## src/rtl/filter2d_gen_if.sv

```systemverilog
// filter2d_gen_if -- control, coefficient and memory signals of the 3x3 filter.
//   start/finish/busy : frame handshake
//   cs/we/addr/din    : memory request issued by the filter
//   dout              : memory read data, valid the cycle after a read request
//   h_write/h_idx/h_data : coefficient load port
//   shift/border_mode : frame settings, latched when a frame starts
// Modport slave is the filter; modport master is the host/memory side.
interface filter2d_gen_if #(
  parameter int AW = 17
);
  logic                 start;
  logic                 finish;
  logic                 busy;
  logic                 cs;
  logic                 we;
  logic [AW-1:0]        addr;
  logic [7:0]           din;
  logic [7:0]           dout;
  logic                 h_write;
  logic [3:0]           h_idx;
  logic signed [7:0]    h_data;
  logic [3:0]           shift;
  logic                 border_mode;

  modport slave (
    input  start, dout, h_write, h_idx, h_data, shift, border_mode,
    output finish, busy, cs, we, addr, din
  );

  modport master (
    output start, dout, h_write, h_idx, h_data, shift, border_mode,
    input  finish, busy, cs, we, addr, din
  );
endinterface

```

## src/rtl/filter2d_gen.sv

```systemverilog
// filter2d_gen -- 3x3 signed-coefficient convolution over an IMG_W x IMG_H
// 8-bit image in a shared single-port memory.
//   clk     : system clock
//   reset_n : asynchronous active-low reset
//   bus     : filter2d_gen_if.slave (handshake, memory port, coefficient port)
// Each output pixel takes 9 read cycles (tap k in read cycle k), one
// accumulate cycle and one write cycle. All bus outputs are registered; their
// next values are derived from the next state and counters so that each
// request is present during the cycle the state machine names.
module filter2d_gen #(
  parameter int IMG_W    = 256,
  parameter int IMG_H    = 256,
  parameter int AW       = 17,
  parameter int SRC_BASE = 0,
  parameter int DST_BASE = 65536
) (
  input  logic             clk,
  input  logic             reset_n,
  filter2d_gen_if.slave    bus
);

  localparam int CW = (IMG_W > 1) ? $clog2(IMG_W) : 1;
  localparam int RW = (IMG_H > 1) ? $clog2(IMG_H) : 1;

  typedef enum logic [2:0] {S_IDLE, S_RD, S_ACC, S_WR, S_DONE} state_t;

  state_t              state_q, state_d;
  logic [3:0]          tap_q, tap_d;
  logic [RW-1:0]       row_q, row_d;
  logic [CW-1:0]       col_q, col_d;
  logic [3:0]          shift_q, shift_d;
  logic                border_q, border_d;
  logic signed [7:0]   coef_q [0:8];
  logic signed [19:0]  acc_q;
  logic                pend_q;
  logic [3:0]          pend_tap_q;
  logic                cs_q, cs_d, we_q, we_d, finish_q, busy_q;
  logic [AW-1:0]       addr_q, addr_d;
  logic [7:0]          din_q, din_d;
  logic signed [7:0]   coef_sel_s;
  logic signed [19:0]  prod_s, acc_sum_s;
  logic [7:0]          result_s;
  logic [AW:0]         req_s;

  // Read request for a tap: {valid, address}; valid=0 means zero-padded tap.
  function automatic logic [AW:0] tap_req(input logic [3:0] tap, input int row,
                                          input int col, input logic border);
    int y;
    int x;
    logic [AW:0] r;
    y = row + int'(tap) / 3 - 1;
    x = col + int'(tap) % 3 - 1;
    if (y < 0 || y > IMG_H - 1 || x < 0 || x > IMG_W - 1) begin
      if (border) begin
        y = (y < 0) ? 0 : ((y > IMG_H - 1) ? IMG_H - 1 : y);
        x = (x < 0) ? 0 : ((x > IMG_W - 1) ? IMG_W - 1 : x);
        r = {1'b1, AW'(SRC_BASE + y * IMG_W + x)};
      end else begin
        r = '0;
      end
    end else begin
      r = {1'b1, AW'(SRC_BASE + y * IMG_W + x)};
    end
    return r;
  endfunction

  // Round-half-up, arithmetic shift right, clamp to 0..255.
  function automatic logic [7:0] saturate_result(input logic signed [19:0] acc,
                                                 input logic [3:0] sh);
    logic signed [20:0] sum;
    logic signed [20:0] rnd;
    logic [7:0] r;
    rnd = (sh != 4'd0) ? (21'sd1 <<< (sh - 4'd1)) : 21'sd0;
    sum = $signed({acc[19], acc}) + rnd;
    sum = sum >>> sh;
    if (sum < 21'sd0) begin
      r = 8'd0;
    end else if (sum > 21'sd255) begin
      r = 8'd255;
    end else begin
      r = sum[7:0];
    end
    return r;
  endfunction

  // Product of the returning pixel and its tap coefficient, plus running sum.
  always_comb begin
    coef_sel_s = coef_q[pend_tap_q];
    prod_s     = $signed({12'd0, bus.dout}) * $signed({{12{coef_sel_s[7]}}, coef_sel_s});
    acc_sum_s  = acc_q + (pend_q ? prod_s : 20'sd0);
    result_s   = saturate_result(acc_sum_s, shift_q);
  end

  // Next-state and counter logic.
  always_comb begin
    state_d  = state_q;
    tap_d    = tap_q;
    row_d    = row_q;
    col_d    = col_q;
    shift_d  = shift_q;
    border_d = border_q;
    case (state_q)
      S_IDLE: begin
        if (bus.start) begin
          state_d  = S_RD;
          tap_d    = 4'd0;
          row_d    = '0;
          col_d    = '0;
          shift_d  = bus.shift;
          border_d = bus.border_mode;
        end else begin
          state_d = S_IDLE;
        end
      end
      S_RD: begin
        if (tap_q == 4'd8) begin
          state_d = S_ACC;
        end else begin
          tap_d = tap_q + 4'd1;
        end
      end
      S_ACC: state_d = S_WR;
      S_WR: begin
        tap_d = 4'd0;
        if (col_q == CW'(IMG_W - 1)) begin
          col_d = '0;
          if (row_q == RW'(IMG_H - 1)) begin
            row_d   = '0;
            state_d = S_DONE;
          end else begin
            row_d   = row_q + RW'(1);
            state_d = S_RD;
          end
        end else begin
          col_d   = col_q + CW'(1);
          state_d = S_RD;
        end
      end
      S_DONE:  state_d = S_IDLE;
      default: state_d = S_IDLE;
    endcase
  end

  // Memory request for the coming cycle, from the next state and counters.
  always_comb begin
    cs_d   = 1'b0;
    we_d   = 1'b0;
    addr_d = '0;
    din_d  = 8'd0;
    req_s  = tap_req(tap_d, int'(row_d), int'(col_d), border_d);
    case (state_d)
      S_RD: begin
        cs_d   = req_s[AW];
        addr_d = req_s[AW-1:0];
      end
      S_WR: begin
        cs_d   = 1'b1;
        we_d   = 1'b1;
        addr_d = AW'(DST_BASE + int'(row_d) * IMG_W + int'(col_d));
        din_d  = result_s;
      end
      default: begin
        cs_d = 1'b0;
      end
    endcase
  end

  // State, counters, latched settings and registered outputs.
  always_ff @(posedge clk or negedge reset_n) begin
    if (!reset_n) begin
      state_q  <= S_IDLE;
      tap_q    <= 4'd0;
      row_q    <= '0;
      col_q    <= '0;
      shift_q  <= 4'd0;
      border_q <= 1'b0;
      cs_q     <= 1'b0;
      we_q     <= 1'b0;
      addr_q   <= '0;
      din_q    <= 8'd0;
      finish_q <= 1'b0;
      busy_q   <= 1'b0;
    end else begin
      state_q  <= state_d;
      tap_q    <= tap_d;
      row_q    <= row_d;
      col_q    <= col_d;
      shift_q  <= shift_d;
      border_q <= border_d;
      cs_q     <= cs_d;
      we_q     <= we_d;
      addr_q   <= addr_d;
      din_q    <= din_d;
      finish_q <= (state_d == S_DONE);
      busy_q   <= (state_d != S_IDLE);
    end
  end

  // Accumulator: read data arrives one cycle after its request; tap 0's
  // request cycle has nothing returning, so the sum is cleared there.
  always_ff @(posedge clk or negedge reset_n) begin
    if (!reset_n) begin
      acc_q      <= 20'sd0;
      pend_q     <= 1'b0;
      pend_tap_q <= 4'd0;
    end else begin
      pend_q     <= cs_q & ~we_q;
      pend_tap_q <= tap_q;
      if (state_q == S_RD && tap_q == 4'd0) begin
        acc_q <= 20'sd0;
      end else begin
        acc_q <= acc_sum_s;
      end
    end
  end

  // Coefficient bank, writable only while idle; resets to identity kernel.
  always_ff @(posedge clk or negedge reset_n) begin
    if (!reset_n) begin
      for (int i = 0; i < 9; i++) begin
        coef_q[i] <= (i == 4) ? 8'sd1 : 8'sd0;
      end
    end else if (state_q == S_IDLE && bus.h_write && bus.h_idx <= 4'd8) begin
      coef_q[bus.h_idx] <= bus.h_data;
    end
  end

  assign bus.cs     = cs_q;
  assign bus.we     = we_q;
  assign bus.addr   = addr_q;
  assign bus.din    = din_q;
  assign bus.finish = finish_q;
  assign bus.busy   = busy_q;

endmodule
```

## src/flat_wrapper.sv

```systemverilog
// flat-port wrapper written by rule: the top's interface ports become plain ports
module filter2d_gen_flat 
#(
  parameter int IMG_W    = 256,
  parameter int IMG_H    = 256,
  parameter int AW       = 17,
  parameter int SRC_BASE = 0,
  parameter int DST_BASE = 65536
)
  (clk, reset_n, bus_start, bus_dout, bus_h_write, bus_h_idx, bus_h_data, bus_shift, bus_border_mode, bus_finish, bus_busy, bus_cs, bus_we, bus_addr, bus_din);
  filter2d_gen_if #(.AW(AW)) bus_i ();
  input  logic clk;
  input  logic reset_n;
  input wire logic [$bits(bus_i.start)-1:0] bus_start;
  input wire logic [$bits(bus_i.dout)-1:0] bus_dout;
  input wire logic [$bits(bus_i.h_write)-1:0] bus_h_write;
  input wire logic [$bits(bus_i.h_idx)-1:0] bus_h_idx;
  input wire logic [$bits(bus_i.h_data)-1:0] bus_h_data;
  input wire logic [$bits(bus_i.shift)-1:0] bus_shift;
  input wire logic [$bits(bus_i.border_mode)-1:0] bus_border_mode;
  output wire logic [$bits(bus_i.finish)-1:0] bus_finish;
  output wire logic [$bits(bus_i.busy)-1:0] bus_busy;
  output wire logic [$bits(bus_i.cs)-1:0] bus_cs;
  output wire logic [$bits(bus_i.we)-1:0] bus_we;
  output wire logic [$bits(bus_i.addr)-1:0] bus_addr;
  output wire logic [$bits(bus_i.din)-1:0] bus_din;
  assign bus_i.start = bus_start;
  assign bus_i.dout = bus_dout;
  assign bus_i.h_write = bus_h_write;
  assign bus_i.h_idx = bus_h_idx;
  assign bus_i.h_data = bus_h_data;
  assign bus_i.shift = bus_shift;
  assign bus_i.border_mode = bus_border_mode;
  assign bus_finish = bus_i.finish;
  assign bus_busy = bus_i.busy;
  assign bus_cs = bus_i.cs;
  assign bus_we = bus_i.we;
  assign bus_addr = bus_i.addr;
  assign bus_din = bus_i.din;
  filter2d_gen #(.IMG_W(IMG_W), .IMG_H(IMG_H), .AW(AW), .SRC_BASE(SRC_BASE), .DST_BASE(DST_BASE)) u_core (.clk(clk), .reset_n(reset_n), .bus(bus_i));
endmodule
```

## config.mk

```make
export PLATFORM = sky130hd
export DESIGN_NAME = filter2d_gen_flat
export DESIGN_NICKNAME = d
export VERILOG_FILES = /design/src/rtl/filter2d_gen_if.sv /design/src/rtl/filter2d_gen.sv /design/src/flat_wrapper.sv
export SDC_FILE = /design/constraint.sdc
export NUM_CORES = 1
export LEC_CHECK = 0
export ABC_CLOCK_PERIOD_IN_PS = 17060
export CAP_MARGIN = 20
export CORE_AREA = 5 5 204 206
export DETAILED_ROUTE_END_ITERATION = 12
export DIE_AREA = 0 0 209 211
export DONT_BUFFER_PORTS = 1
export SETUP_SLACK_MARGIN = 0.1
export SYNTH_ARGS = -nofsm -noshare
export SYNTH_HDL_FRONTEND = slang
export SYNTH_SLANG_ARGS = --single-unit
```

## constraint.sdc

```tcl
create_clock -name clk -period 17.06 [get_ports clk]
set_clock_uncertainty 0.1 [all_clocks]
set_input_delay 0 -clock clk [delete_from_list [all_inputs] [get_ports clk]]
set_output_delay 0 -clock clk [all_outputs]
set_load 0.03 [all_outputs]
```

==> results.md <==
* Share of flip-flops with an asynchronous set or reset after synthesis at 1.00
* Register-to-Register Setup Slack at 5.82 ns
* Sequential cell area at 3850 sq um
* Post-layout min period at 11.24 ns
* Routed vias/inst at between 5 and 6
* Setup CP Type: register to register
* Resized Gates After CTS at 0
* DRC errors left at 0
* Unrepaired setup endpoints after global routing: false
* Max Fclk at around 0.089 GHz
* Tcrit/Tclk final at 0.659
* Result of the run: finished clean
* Number of CTS-inserted buffers at 17
* H-tree levels at 4
* Summed instance area of the synthesized netlist at about 16,000 sq um
* First-pass DRT Iterations at 5
* Remaining antenna violation count at 0
* I/O pin count at 58
* Most common cell after layout, fill and taps aside: inv_1
* Parity-gate share of the synthesized area counting xor and xnor cells at 0.0506
* Synth-to-Final Area Change at 8.68%
* Remaining global-route overflow at 0
* Pin count of the biggest net entering global routing at between 150 and 200
* Number of placement rows at 73
* Sequential-to-total area share from yosys stat at 0.247
* Top cell by count, worst path: fa_1
* I/O Buffers at 0
* Final weighted congestion of routability-driven global placement at approximately 0.94
* Clk slew on worst S/H paths at about 0.070 ns
* Number of clock sinks seen by CTS at around 150
* Startpoint kind of the worst setup timing path: register
* Crit Path Max Fanout at 17
* Fraction of final layout cells sized beyond drive strength 1 at 0.112
* Mean instance size in the synthesized netlist at between 8 and 9 sq um
* Number of warning messages in the yosys log at 0
* Slowest cell on crit path: dfrtp_1
* Path category of the worst min-delay check: input port to register
* Dominant combinational cell family by area after synthesis: compound AO/OA/AOI/OAI gates
* Relative slew slack at 0.318
* First-pass GRT wire length at 67,000 um
* Core footprint at a little under 40,000 sq um
* Latest clock arrival within the worst-skew pair at roughly 0.45 ns
* Die outline area at around 44,000 sq um
* Total setup buffers inserted after CTS at 0
* Number of max-slew violations in the final report at 0
* GRT Util Overall at 0.183
* Clock root cell: clkbuf_16
* Iteration-0 DRC count of the detailed router at 675
* Final setup violation count at 0
* CTS tree: built
* WP data arrival at ~11 ns
* Max Cap Violations at 0
* Via total after detailed routing at approximately 13,000
* Initial Utilization at 0.395
* Category of the worst setup path capture point: register
* Antenna Cells at 0
* Highest-count cells in the layout ignoring fill and taps: inv_1 (178), ha_1 (153), dfrtp_1 (153), nand2_1 (141), nor2_1 (113)
* Share of synthesized cell area in full adder, half adder and majority cells at 0.178
* Hold violation total from the final report at 0
* Number of global-route vias before repair at around 13,000
* Post-synthesis compound-gate area fraction at 0.193
* Proportion of synthesized area in mux cells at 0.103
* Setup TNS at 0 ns
* Critical path data required time at ~17 ns
* Total number of nets in the final design at 1,965
* Transition at the pin with the smallest max-transition slack at about 1 ns
* Half-perimeter wire length after detailed placement at between 30,000 and 40,000 um
* Number of antenna violations at the first check in global routing at 1
* Count of filler cells inserted in the layout at 3,885
* Chip Width at about 210 um
* Post-synthesis cell count at between 1,500 and 2,000
* Predominant post-synthesis flop cell: dfrtp_1
* Aggregate routed wire length at roughly 40,000 um
* Per-cell routed wire length at 17.6 um
* Number of enable flip-flop cells after synthesis at 0
* Multi-input logic area at approximately 11,000 sq um
* Count of unique library cells instantiated by Yosys at between 100 and 150
* Post-synthesis simple-gate area fraction at 0.169
* Worst-case clock buffer depth at 2
* Worst path max stage delay at around 1.0 ns
* Height of the die at 211 um
* Number of flip-flops and latches in the synthesized netlist at 154
==> flip-flops by register name (all words and copies together) (netlist names), 4 cells and up <==
register           flops
u_core.acc_q          20
u_core.bus.addr       17
u_core.bus.din         8
u_core.coef_q         72
u_core.col_q           8
u_core.pend_tap_q      4
u_core.row_q           8
u_core.shift_q         4
u_core.tap_q           4
==> per-layer routing <==
layer / part of all wire / global-route usage / vias to the layer above / routed length, um
li1: - / - / 6226 / -
met1: 0.44 / 0.233 / 6259 / 17600
met2: 0.50 / 0.321 / 253 / 19900
met3: 0.036 / 0.0266 / 58 / 1440
met4: 0.028 / 0.0657 / 2 / 1120
met5: 0.00017 / 0 / - / 7
==> worst max-delay path, delay by kind of cell, from the launching register on <==
family | cells | cell delay [ns]
AO/OA/AOI/OAI | 17 | 4.40
adder cells (fa/ha/maj) | 7 | 3.21
flip-flops | 1 | 1.02
AND/OR/NAND/NOR | 8 | 0.94
multiplexers | 2 | 0.72
XOR/XNOR | 3 | 0.56
buffers and inverters | 2 | 0.09
==> metrics by stage <==
step / setup slack, ns / utilization / hold slack (ns) / std cells / instance area (sq um)
3_5_place_dp: 5.82 / 0.409 / -0.385 / 2224 / 16100
6_report: 5.82 / 0.429 / 0.0210 / 2278 / 16900
5_1_grt: 4.85 / 0.429 / 0.0236 / 2278 / 16900
3_3_place_gp: 6.20 / 0.409 / -0.385 / 2224 / 16100
2_1_floorplan: 6.81 / - / -0.396 / 1741 / 15600
4_1_cts: 5.80 / 0.429 / 0.0107 / 2277 / 16900
==> Yosys cell counts, types with 17 or more instances <==
master,n,share of area
ha_1,153,0.12
nor2_1,113,0.027
o21a_1,24,0.012
xnor2_1,61,0.034
xor2_1,29,0.016
o21ai_0,75,0.024
mux2_2,81,0.059
mux4_2,20,0.029
mux2i_1,23,0.015
fa_1,43,0.055
a21oi_1,100,0.032
nand3_1,24,0.0077
and3_1,20,0.0080
a21o_1,24,0.012
and2_1,53,0.021
inv_1,178,0.043
o21bai_1,24,0.012
a211oi_1,33,0.016
nand2b_1,17,0.0068
nor2b_1,28,0.011
dfrtp_1,153,0.25
nand2_1,141,0.034
clkbuf_1,30,0.0072
nor3_1,27,0.0087
==> worst paths after layout <==
check / start / endpoint / depth (start not counted)
max in group asynchronous: reset_n / u_core.shift_q[2] / 2
max reg2reg: u_core.pend_tap_q[0] / u_core.bus.din[1] / 39
max: u_core.pend_tap_q[0] / u_core.bus.din[1] / 39
min reg2reg: u_core.col_q[7] / u_core.col_q[7] / 1
min: bus_dout[0] / u_core.acc_q[0] / 3
min in group asynchronous: reset_n / u_core.coef_q[70] / 2
==> logic make-up (layout without fill, tap and decap cells) <==
kind of cell             after synthesis  count (layout)
XOR/XNOR                              90              90
AND/OR/NAND/NOR                      504             504
buffers and inverters                233             245
adder cells (fa/ha/maj)              196             196
AO/OA/AOI/OAI                        429             429
other                                  2              10
flip-flops                           154             154
multiplexers                         125             125
==> what timing repair did <==
action / in CTS / in global routing
setup endpoints to repair: 0 / 0
endpoints found under the hold margin: 239 / 0
hold buffers: 21 / 0
==> final cells by class <==
type | count | area share
multi-input combinational | 1354 | 0.641
sequential | 154 | 0.228
inverter | 181 | 0.0401
tap | 525 | 0.0388
clock buffer | 18 | 0.0253
timing repair buffer | 32 | 0.0182
clock inverter | 14 | 0.00886
Power is left out: the tool's default activity adds up to more than one toggle a clock period on the data nets, which glitch-free logic cannot reach.
